<file path="src/rtl/regbank_arbiter.sv">
// regbank_arbiter: two-port arbiter that sequences a bank of byte registers
// sharing one tristate read bus. It produces one-hot load strobes (ld) and
// one-hot output enables (oe), and leaves every output enable low for a bus
// turnaround gap after each read.
//
// Optional feature macro: REGBANK_LOCK_EN (adds a_lock / b_lock priority hold).
//
// Ports:
//   clk, rst               clock, asynchronous active-high reset
//   a_req/a_we/a_addr/a_wdata   port A request (host/config)
//   a_done/a_err           port A completion / out-of-range pulses
//   b_*                    same set for port B (I2C engine)
//   rdata                  registered read data, valid while done pulses
//   ld                     one-hot register load strobe
//   oe                     one-hot register output enable
//   wdata                  write data broadcast to all registers
//   bus_rdata              shared tristate read bus
//   a_lock, b_lock         (REGBANK_LOCK_EN only) keep priority after done
module regbank_arbiter #(
  parameter int unsigned NUM_REGS   = 8,
  parameter int unsigned ADDR_W     = 3,
  parameter int unsigned DATA_W     = 8,
  parameter int unsigned TURNAROUND = 1
) (
  input  logic                clk,
  input  logic                rst,
  input  logic                a_req,
  input  logic                a_we,
  input  logic [ADDR_W-1:0]   a_addr,
  input  logic [DATA_W-1:0]   a_wdata,
  output logic                a_done,
  output logic                a_err,
  input  logic                b_req,
  input  logic                b_we,
  input  logic [ADDR_W-1:0]   b_addr,
  input  logic [DATA_W-1:0]   b_wdata,
  output logic                b_done,
  output logic                b_err,
  output logic [DATA_W-1:0]   rdata,
  output logic [NUM_REGS-1:0] ld,
  output logic [NUM_REGS-1:0] oe,
  output logic [DATA_W-1:0]   wdata,
`ifdef REGBANK_LOCK_EN
  input  logic                a_lock,
  input  logic                b_lock,
`endif
  input  logic [DATA_W-1:0]   bus_rdata
);

  // Counter holds the number of TURN cycles still to go after the current one.
  localparam int unsigned CNT_W = (TURNAROUND > 2) ? $clog2(TURNAROUND - 1) : 1;

  typedef enum logic [2:0] {IDLE, WR, RD1, RD2, RDONE, TURN} state_t;

  state_t              state_q, state_d;
  logic [CNT_W-1:0]    cnt_q, cnt_d;
  logic                cur_b_q, cur_b_d;    // granted port: 0=A, 1=B
  logic [ADDR_W-1:0]   addr_q, addr_d;
  logic                last_b_q, last_b_d;  // last granted port
  logic                hold_q, hold_d;      // priority hold pending
  logic                hold_b_q, hold_b_d;  // port owning the hold

  logic [NUM_REGS-1:0] ld_d, oe_d;
  logic [DATA_W-1:0]   wdata_d, rdata_d;
  logic                a_done_d, a_err_d, b_done_d, b_err_d;

  logic                pick_b, sel_we, sel_bad, lock_cur;
  logic [ADDR_W-1:0]   sel_addr;
  logic [DATA_W-1:0]   sel_wdata;

`ifdef REGBANK_LOCK_EN
  assign lock_cur = cur_b_q ? b_lock : a_lock;
`else
  assign lock_cur = 1'b0;
`endif

  // Arbitration: a held port wins a tie, otherwise the port not granted last.
  always_comb begin
    if (a_req && b_req) pick_b = hold_q ? hold_b_q : !last_b_q;
    else                pick_b = b_req;
    sel_we    = pick_b ? b_we    : a_we;
    sel_addr  = pick_b ? b_addr  : a_addr;
    sel_wdata = pick_b ? b_wdata : a_wdata;
    sel_bad   = 32'(sel_addr) >= NUM_REGS;
  end

  // Next-state and next-output logic; all outputs are registered below.
  always_comb begin
    state_d  = state_q;
    cnt_d    = cnt_q;
    cur_b_d  = cur_b_q;
    addr_d   = addr_q;
    last_b_d = last_b_q;
    hold_d   = hold_q;
    hold_b_d = hold_b_q;
    ld_d     = '0;
    oe_d     = '0;
    wdata_d  = wdata;
    rdata_d  = rdata;
    a_done_d = 1'b0;
    a_err_d  = 1'b0;
    b_done_d = 1'b0;
    b_err_d  = 1'b0;
    case (state_q)
      IDLE: begin
        if (a_req || b_req) begin
          cur_b_d = pick_b;
          addr_d  = sel_addr;
          hold_d  = 1'b0;
          // A grant taken by the hold owner does not rotate the round robin.
          if (!hold_q || (pick_b != hold_b_q)) last_b_d = pick_b;
          if (sel_bad) begin
            state_d  = RDONE;
            a_done_d = !pick_b;
            a_err_d  = !pick_b;
            b_done_d = pick_b;
            b_err_d  = pick_b;
          end else if (sel_we) begin
            state_d  = WR;
            ld_d     = NUM_REGS'(1) << sel_addr;
            wdata_d  = sel_wdata;
            a_done_d = !pick_b;
            b_done_d = pick_b;
          end else begin
            state_d = RD1;
            oe_d    = NUM_REGS'(1) << sel_addr;
          end
        end
      end
      WR: begin
        hold_d   = lock_cur;
        hold_b_d = cur_b_q;
        state_d  = IDLE;
      end
      RD1: begin
        oe_d    = NUM_REGS'(1) << addr_q;
        state_d = RD2;
      end
      RD2: begin
        rdata_d  = bus_rdata;
        a_done_d = !cur_b_q;
        b_done_d = cur_b_q;
        state_d  = RDONE;
      end
      RDONE: begin
        hold_d   = lock_cur;
        hold_b_d = cur_b_q;
        if (TURNAROUND > 1) begin
          cnt_d   = CNT_W'(TURNAROUND - 2);
          state_d = TURN;
        end else begin
          state_d = IDLE;
        end
      end
      TURN: begin
        if (cnt_q == '0) state_d = IDLE;
        else             cnt_d   = cnt_q - CNT_W'(1);
      end
      default: state_d = IDLE;
    endcase
  end

  // State and output registers; reset aborts any transaction immediately.
  always_ff @(posedge clk or posedge rst) begin
    if (rst) begin
      state_q  <= IDLE;
      cnt_q    <= '0;
      cur_b_q  <= 1'b0;
      addr_q   <= '0;
      last_b_q <= 1'b1;
      hold_q   <= 1'b0;
      hold_b_q <= 1'b0;
      ld       <= '0;
      oe       <= '0;
      wdata    <= '0;
      rdata    <= '0;
      a_done   <= 1'b0;
      a_err    <= 1'b0;
      b_done   <= 1'b0;
      b_err    <= 1'b0;
    end else begin
      state_q  <= state_d;
      cnt_q    <= cnt_d;
      cur_b_q  <= cur_b_d;
      addr_q   <= addr_d;
      last_b_q <= last_b_d;
      hold_q   <= hold_d;
      hold_b_q <= hold_b_d;
      ld       <= ld_d;
      oe       <= oe_d;
      wdata    <= wdata_d;
      rdata    <= rdata_d;
      a_done   <= a_done_d;
      a_err    <= a_err_d;
      b_done   <= b_done_d;
      b_err    <= b_err_d;
    end
  end

endmodule

</file>
<file path="config.mk">
export PLATFORM = sky130hd
export DESIGN_NAME = regbank_arbiter
export DESIGN_NICKNAME = d
export VERILOG_FILES = /design/src/rtl/regbank_arbiter.sv
export SDC_FILE = /design/constraint.sdc
export NUM_CORES = 1
export LEC_CHECK = 0
export BUFFER_PORTS_ARGS = -buffer_cell sky130_fd_sc_hd__buf_2
export CAP_MARGIN = 20
export CORE_ASPECT_RATIO = 1.25
export CORE_UTILIZATION = 45
export DETAILED_ROUTE_END_ITERATION = 16
export GPL_ROUTABILITY_DRIVEN = 0
export PLACE_DENSITY_LB_ADDON = 0.3
export SETUP_SLACK_MARGIN = 0.05
export SLEW_MARGIN = 30
export SYNTH_ARGS = -nofsm -noshare
export SYNTH_HDL_FRONTEND = slang
export SYNTH_SLANG_ARGS = --single-unit
</file>
<file path="constraint.sdc">
create_clock -name clk -period 4.2 [get_ports clk]
set_input_delay 0 -clock clk [delete_from_list [all_inputs] [get_ports clk]]
set_output_delay 0 -clock clk [all_outputs]
set_load 0.01 [all_outputs]
</file>
==> results of run 1 <==
-- cell type report --
type / count / area, sq um
multi-input cells: 160 / 876
repair buffers: 90 / 553
clock inverters: 1 / 5.00
flip-flops and latches: 42 / 1050
well taps: 56 / 70.1
inverters: 3 / 11.3
clock buffers: 7 / 86.3
fillers: 380 / 1510
-- critical path, cell delays in order (launching register included) --
cell and delay [ns]:
dfrtp_1 0.47, or3_4 0.47, nor2_2 0.24, nor2_1 0.07, a31oi_1 0.13, dlygate4sd3_1 0.56
-- synthesized netlist by cell type --
| master | n |
|---|---|
| a211oi_4 | 1 |
| nor2b_1 | 6 |
| inv_1 | 2 |
| nor2_2 | 1 |
| nor2_1 | 18 |
| a22oi_1 | 5 |
| a21o_1 | 1 |
| or2_2 | 1 |
| conb_1 | 1 |
| nand2b_1 | 10 |
| nor3_1 | 3 |
| nand2_1 | 47 |
| nor4_2 | 2 |
| and3_1 | 2 |
| nor3_2 | 1 |
| o22ai_1 | 16 |
| nand4_1 | 1 |
| nand3b_1 | 1 |
| nor3b_1 | 1 |
| a32oi_1 | 2 |
| clkinv_1 | 1 |
| clkbuf_1 | 4 |
| and4_1 | 2 |
| o21ai_0 | 3 |
| dfrtp_1 | 41 |
| buf_2 | 4 |
| o21a_1 | 1 |
| a21bo_2 | 1 |
| mux2i_1 | 2 |
| nand3_1 | 8 |
| nor4b_1 | 1 |
| a31oi_1 | 6 |
| a21oi_1 | 12 |
| or3_4 | 1 |
| or3_1 | 1 |
| buf_4 | 2 |
| a21boi_2 | 1 |
| dfstp_2 | 1 |
-- through the flow --
stage	power (W)	hold WS (ns)	std cells	instance area, sq um	worst slack, ns
2_1_floorplan	0.00104	0.0700	215	1990	2.64
3_3_place_gp	0.00122	0.147	331	2360	2.42
3_5_place_dp	0.00123	0.150	331	2360	2.35
4_1_cts	0.00153	0.00209	359	2650	2.21
5_1_grt	0.00164	0.0122	359	2650	2.10
6_report	0.00152	0.0121	359	2650	2.19
-- routing by layer --
metal	wire length [um]	vias to the layer above	share of wire	track usage
met5	0	-	0	0
met4	78	0	0.016	0.0800
met2	2500	53	0.52	0.360
li1	-	923	-	-
met1	1990	877	0.42	0.283
met3	205	6	0.043	0.0390
-- path summary, 6_finish.rpt --
kind / from / end / slack (ns) / depth (start not counted)
min reg2reg: rdata[1] / rdata[1] / 0.47 / 2
max in group asynchronous: rst / last_b_q / 3.47 / 4
max reg2reg: state_q[1] / addr_q[1] / 2.19 / 5
min in group asynchronous: rst / rdata[4] / 0.37 / 4
max: state_q[1] / addr_q[1] / 2.19 / 5
min: a_addr[2] / oe[5] / 0.01 / 3
-- power by group through the flow --
stage	logic (W)	registers [W]	clock network (W)
5_1_grt	0.000671	0.000683	0.000282
2_1_floorplan	0.000349	0.000687	0
3_3_place_gp	0.000559	0.000658	0
4_1_cts	0.000599	0.000657	0.000273
3_5_place_dp	0.000573	0.000662	0
6_report	0.000597	0.000659	0.000260
-- sequential cells by signal, indices dropped and copies added, names as in the netlist, 3 cells and up --
name	count
ld	8
addr_q	3
wdata	8
oe	8
rdata	8
state_q	3
-- kinds of logic (layout without fill, tap and decap cells) --
logic type | Yosys count | after routing | share of synthesized area
buffers and inverters | 13 | 101 | 0.0309
multiplexers | 2 | 2 | 0.0101
AND/OR/NAND/NOR | 107 | 107 | 0.264
AO/OA/AOI/OAI | 49 | 49 | 0.163
other | 1 | 2 | 0.00189
flip-flops | 42 | 42 | 0.530
-- cells in the final DEF (no fill, tap or decap), types with 3 or more instances in the layout --
cell / count
a21oi_1: 12
a22oi_1: 5
a31oi_1: 6
buf_2: 69
clkbuf_8: 6
dfrtp_1: 41
dlygate4sd3_1: 20
nand2_1: 47
nand2b_1: 10
nand3_1: 8
nor2_1: 18
nor2b_1: 6
nor3_1: 3
o21ai_0: 3
o22ai_1: 16
==> reports/results.ini, run 1 <==
[run_status]
outcome=finished clean

[synthesis]
synth.largest_area_cell=dfrtp_1
synthCells=214
syn_area_sq_mm=0.00199
ys_seq_area_frac=0.530
ys_warn_count=0
yosysTopAreaCellShare=0.517
syn_area_per_cell_sq_um=9.28
ys_types=38
yosys_register_bits=42
yosys-top-cells-area=dfrtp_1 52%, nand2_1 8.9%, o22ai_1 5.0%

[clock_tree]
cts_max_level=2
clk_pin_slew_ns=0.07
clock_tree.buffer_depth=2
clkLatencyLatePin_ns=0.29
ctsHoldBuffers=20
cts_tree=done
post-cts-setup-buffer-count=0
clock_sinks=42
cts_root_buf=clkbuf_8
cts_buffers=5
cts-resized-gates=0

[routing]
wl_per_cell_um=13.3
ant_nets=0
drc=0
vias=1859
drt_iter0_markers=53
viasPerCell=5.18
first_pass_iters=4
wirelength_um=4770

[power]
ir_drop_v=0.000318
seqPwrFrac=0.435
power_leakage_nw=1.32
switchingPower_w=0.000578
p_per_area_mw_per_mm2=571
intPower_w=0.000937
clkPwrFrac=0.172
swShare=0.382
combPwrFrac=0.394

[timing]
fin_tns_setup_ns=0
fin_crit_sh=0.479
rsz0062_at_grt=false
min_period_ns=2.01
worstMarginPinSlew_ns=0.775
drv_slew=0
fin_skew_ns=0.00569
max-slew-margin-rel=0.480
fmax_mhz=497
setup_viol=0
hold_viol_final=0

[global_routing]
grt_max_degree=43
antenna_found_initial=0
grt_pass1_vias=1696
grt.total_usage=0.219
overflow=0
grt_pass1_wl_um=7760

[floorplan]
fp.dieH_um=76.3
initial_utilization=0.477
fp.dieW_um=61.4
io-pin-count=72
core_sq_mm=0.00416
fp-row-count=26
dieArea_sq_mm=0.00468

[critical_path]
cp-end-kind=flip-flop
critPathKind=flip-flop to flip-flop
cp.arrival_ns=2.24
cp.required_ns=4.43
cp_max_fo=9
critPathLaunchType=flip-flop

[finish]
synthToLayoutAreaGrowth_pct=33.6
drive_above_1_share=0.287
diodes=0
fin_util=0.637
finalNetCount=338

[flow_run]
drv_cap=0

[worst_hold_path]
worst_hold_path_type=primary input to flip-flop

[placement]
port_buffers=69
dp_hpwl_um=3130

Power figures use the tool's default switching activity.
==> run 2, diff against run 1 <==
==> constraint.sdc (replaced) <==
create_clock -name clk -period 2 [get_ports clk]
set_input_delay 0 -clock clk [delete_from_list [all_inputs] [get_ports clk]]
set_output_delay 0 -clock clk [all_outputs]
set_load 0.01 [all_outputs]
==> run 2 against run 1 <==
Effect of this change: combinational power rose by 120%; critical path type unchanged; via count rose by 0.70%; non-clock buffer count rose by 1; largest power group unchanged; highest routed layer unchanged.
==> reports/results.ini, run 2 (synthesis gave the netlist of run 1 again) <==
[finish]
finalNetCount=339  ; +0.30%
diodes=0  ; unchanged
fin_util=0.643  ; +0.00541
layout_common_cells=69 x buf_2, 47 x nand2_1, 41 x dfrtp_1
synthToLayoutAreaGrowth_pct=34.8
layout_commonest_cell=buf_2
drive_above_1_share=0.303  ; +0.0155

[clock_tree]
cts_tree=done
cts_max_level=2  ; unchanged
post-cts-setup-buffer-count=0  ; unchanged
cts_buffers=5  ; unchanged
clk_pin_slew_ns=0.07  ; about the same
clkLatencyLatePin_ns=0.29  ; about the same
clock_sinks=42  ; unchanged
cts_root_buf=clkbuf_8
clock_tree.buffer_depth=2  ; unchanged

[global_routing]
grt.total_usage=0.217  ; -0.00217
antenna_found_initial=0  ; unchanged
overflow=0  ; unchanged
grt_max_degree=23  ; -47%
grt_pass1_vias=1727  ; +1.8%
grt_pass1_wl_um=7680  ; -1.1%

[critical_path]
critPathKind=flip-flop to flip-flop
cp_max_fo=9  ; unchanged
cp-end-kind=flip-flop
reg2reg_from=state_q[1]
cp.required_ns=2.23  ; -2.20 ns
critPathLaunchType=flip-flop
crit_start=state_q[1]
cp.arrival_ns=1.95  ; -0.29 ns

[routing]
wl_per_cell_um=12.7  ; -4.3%
wirelength_um=4570  ; -4.0%
first_pass_iters=4  ; unchanged
vias=1872  ; +0.70%
ant_nets=0  ; unchanged
drt_iter0_markers=71  ; +34%
viasPerCell=5.20  ; +0.42%
drc=0  ; unchanged

[floorplan]
core_sq_mm=0.00416  ; unchanged
fp.dieW_um=61.4  ; unchanged
io-pin-count=72  ; unchanged
dieArea_sq_mm=0.00468  ; unchanged
fp-row-count=26  ; unchanged
initial_utilization=0.477  ; unchanged
fp.dieH_um=76.3  ; unchanged

[timing]
min_period_ns=1.72  ; -0.289 ns
drv_slew=0  ; unchanged
fin_crit_sh=0.862  ; +0.383
fin_tns_setup_ns=0  ; unchanged
fmax_mhz=580  ; +17%
hold_viol_final=0  ; unchanged
fin_skew_ns=0.00370  ; -0.00198 ns
rsz0062_at_grt=false
worstMarginPinSlew_ns=0.763  ; -0.0120 ns
max-slew-margin-rel=0.488  ; +0.00788
setup_viol=0  ; unchanged

[power]
p_per_area_mw_per_mm2=1240  ; +120%
ir_drop_v=0.000555  ; +75%
power_leakage_nw=1.34  ; +1.3%

[placement]
port_buffers=69  ; unchanged
dp_hpwl_um=3260  ; +3.9%

[flow_run]
drv_cap=0  ; unchanged

[run_status]
outcome=finished clean

[worst_hold_path]
hold_start=a_addr[2]
worst_hold_path_type=primary input to flip-flop

[run 2: repair_timing]
item	in CTS	in global routing
resized for setup	0	0
hold buffers	15	0
hold endpoints to repair	33	0
[run 2: area by class of cell]
type                       instances  area [sq um]
tap                               56          70.1
clock buffer                       7          76.3
clock inverter                     1          30.0
multi-input combinational        160           876
timing repair buffer              91           561
inverter                           3          11.3
fill                             383          1490
sequential                        42          1050
[run 2: worst paths after layout]
check | endpoint | slack, ns | cells after the start
max | last_b_q | 0.28 | 5
min | oe[5] | 0.006 | 3
max reg2reg | last_b_q | 0.28 | 5
min reg2reg | rdata[7] | 0.47 | 2
max in group asynchronous | last_b_q | 1.12 | 4
min in group asynchronous | rdata[7] | 0.30 | 3
[run 2: through the flow]
stage	cells	hold WS, ns	setup slack (ns)	power, W	instance area (sq um)
after floorplan	215	0.0700	0.445	0.00218	1990
after global placement	337	0.0823	0.335	0.00263	2420
after detailed placement	337	0.0833	0.304	0.00267	2420
after CTS	360	0.000566	0.295	0.00336	2680
after global routing	360	0.0122	0.161	0.00361	2680
final	360	0.00558	0.277	0.00333	2680
[run 2: power breakdown]
group | internal [W] | total [W] | switching [W]
Combinational | 0.000587 | 0.00131 | 0.000720
Clock | 0.000373 | 0.000642 | 0.000268
Sequential | 0.00115 | 0.00138 | 0.000226
[run 2: layer usage]
metal	GRT usage	wire length, um	up-vias
li1	-	-	926
met2	0.347	2290	70
met4	0.0689	66	0
met5	0	0	-
met1	0.286	1970	869
met3	0.0526	256	7
[run 2: worst max-delay path, stage by stage, from the launching register on]
cell and delay (ns):
dfrtp_1 0.46, nor3_2 0.24, buf_4 0.16, a21oi_1 0.06, a31oi_1 0.15, dlygate4sd3_1 0.59
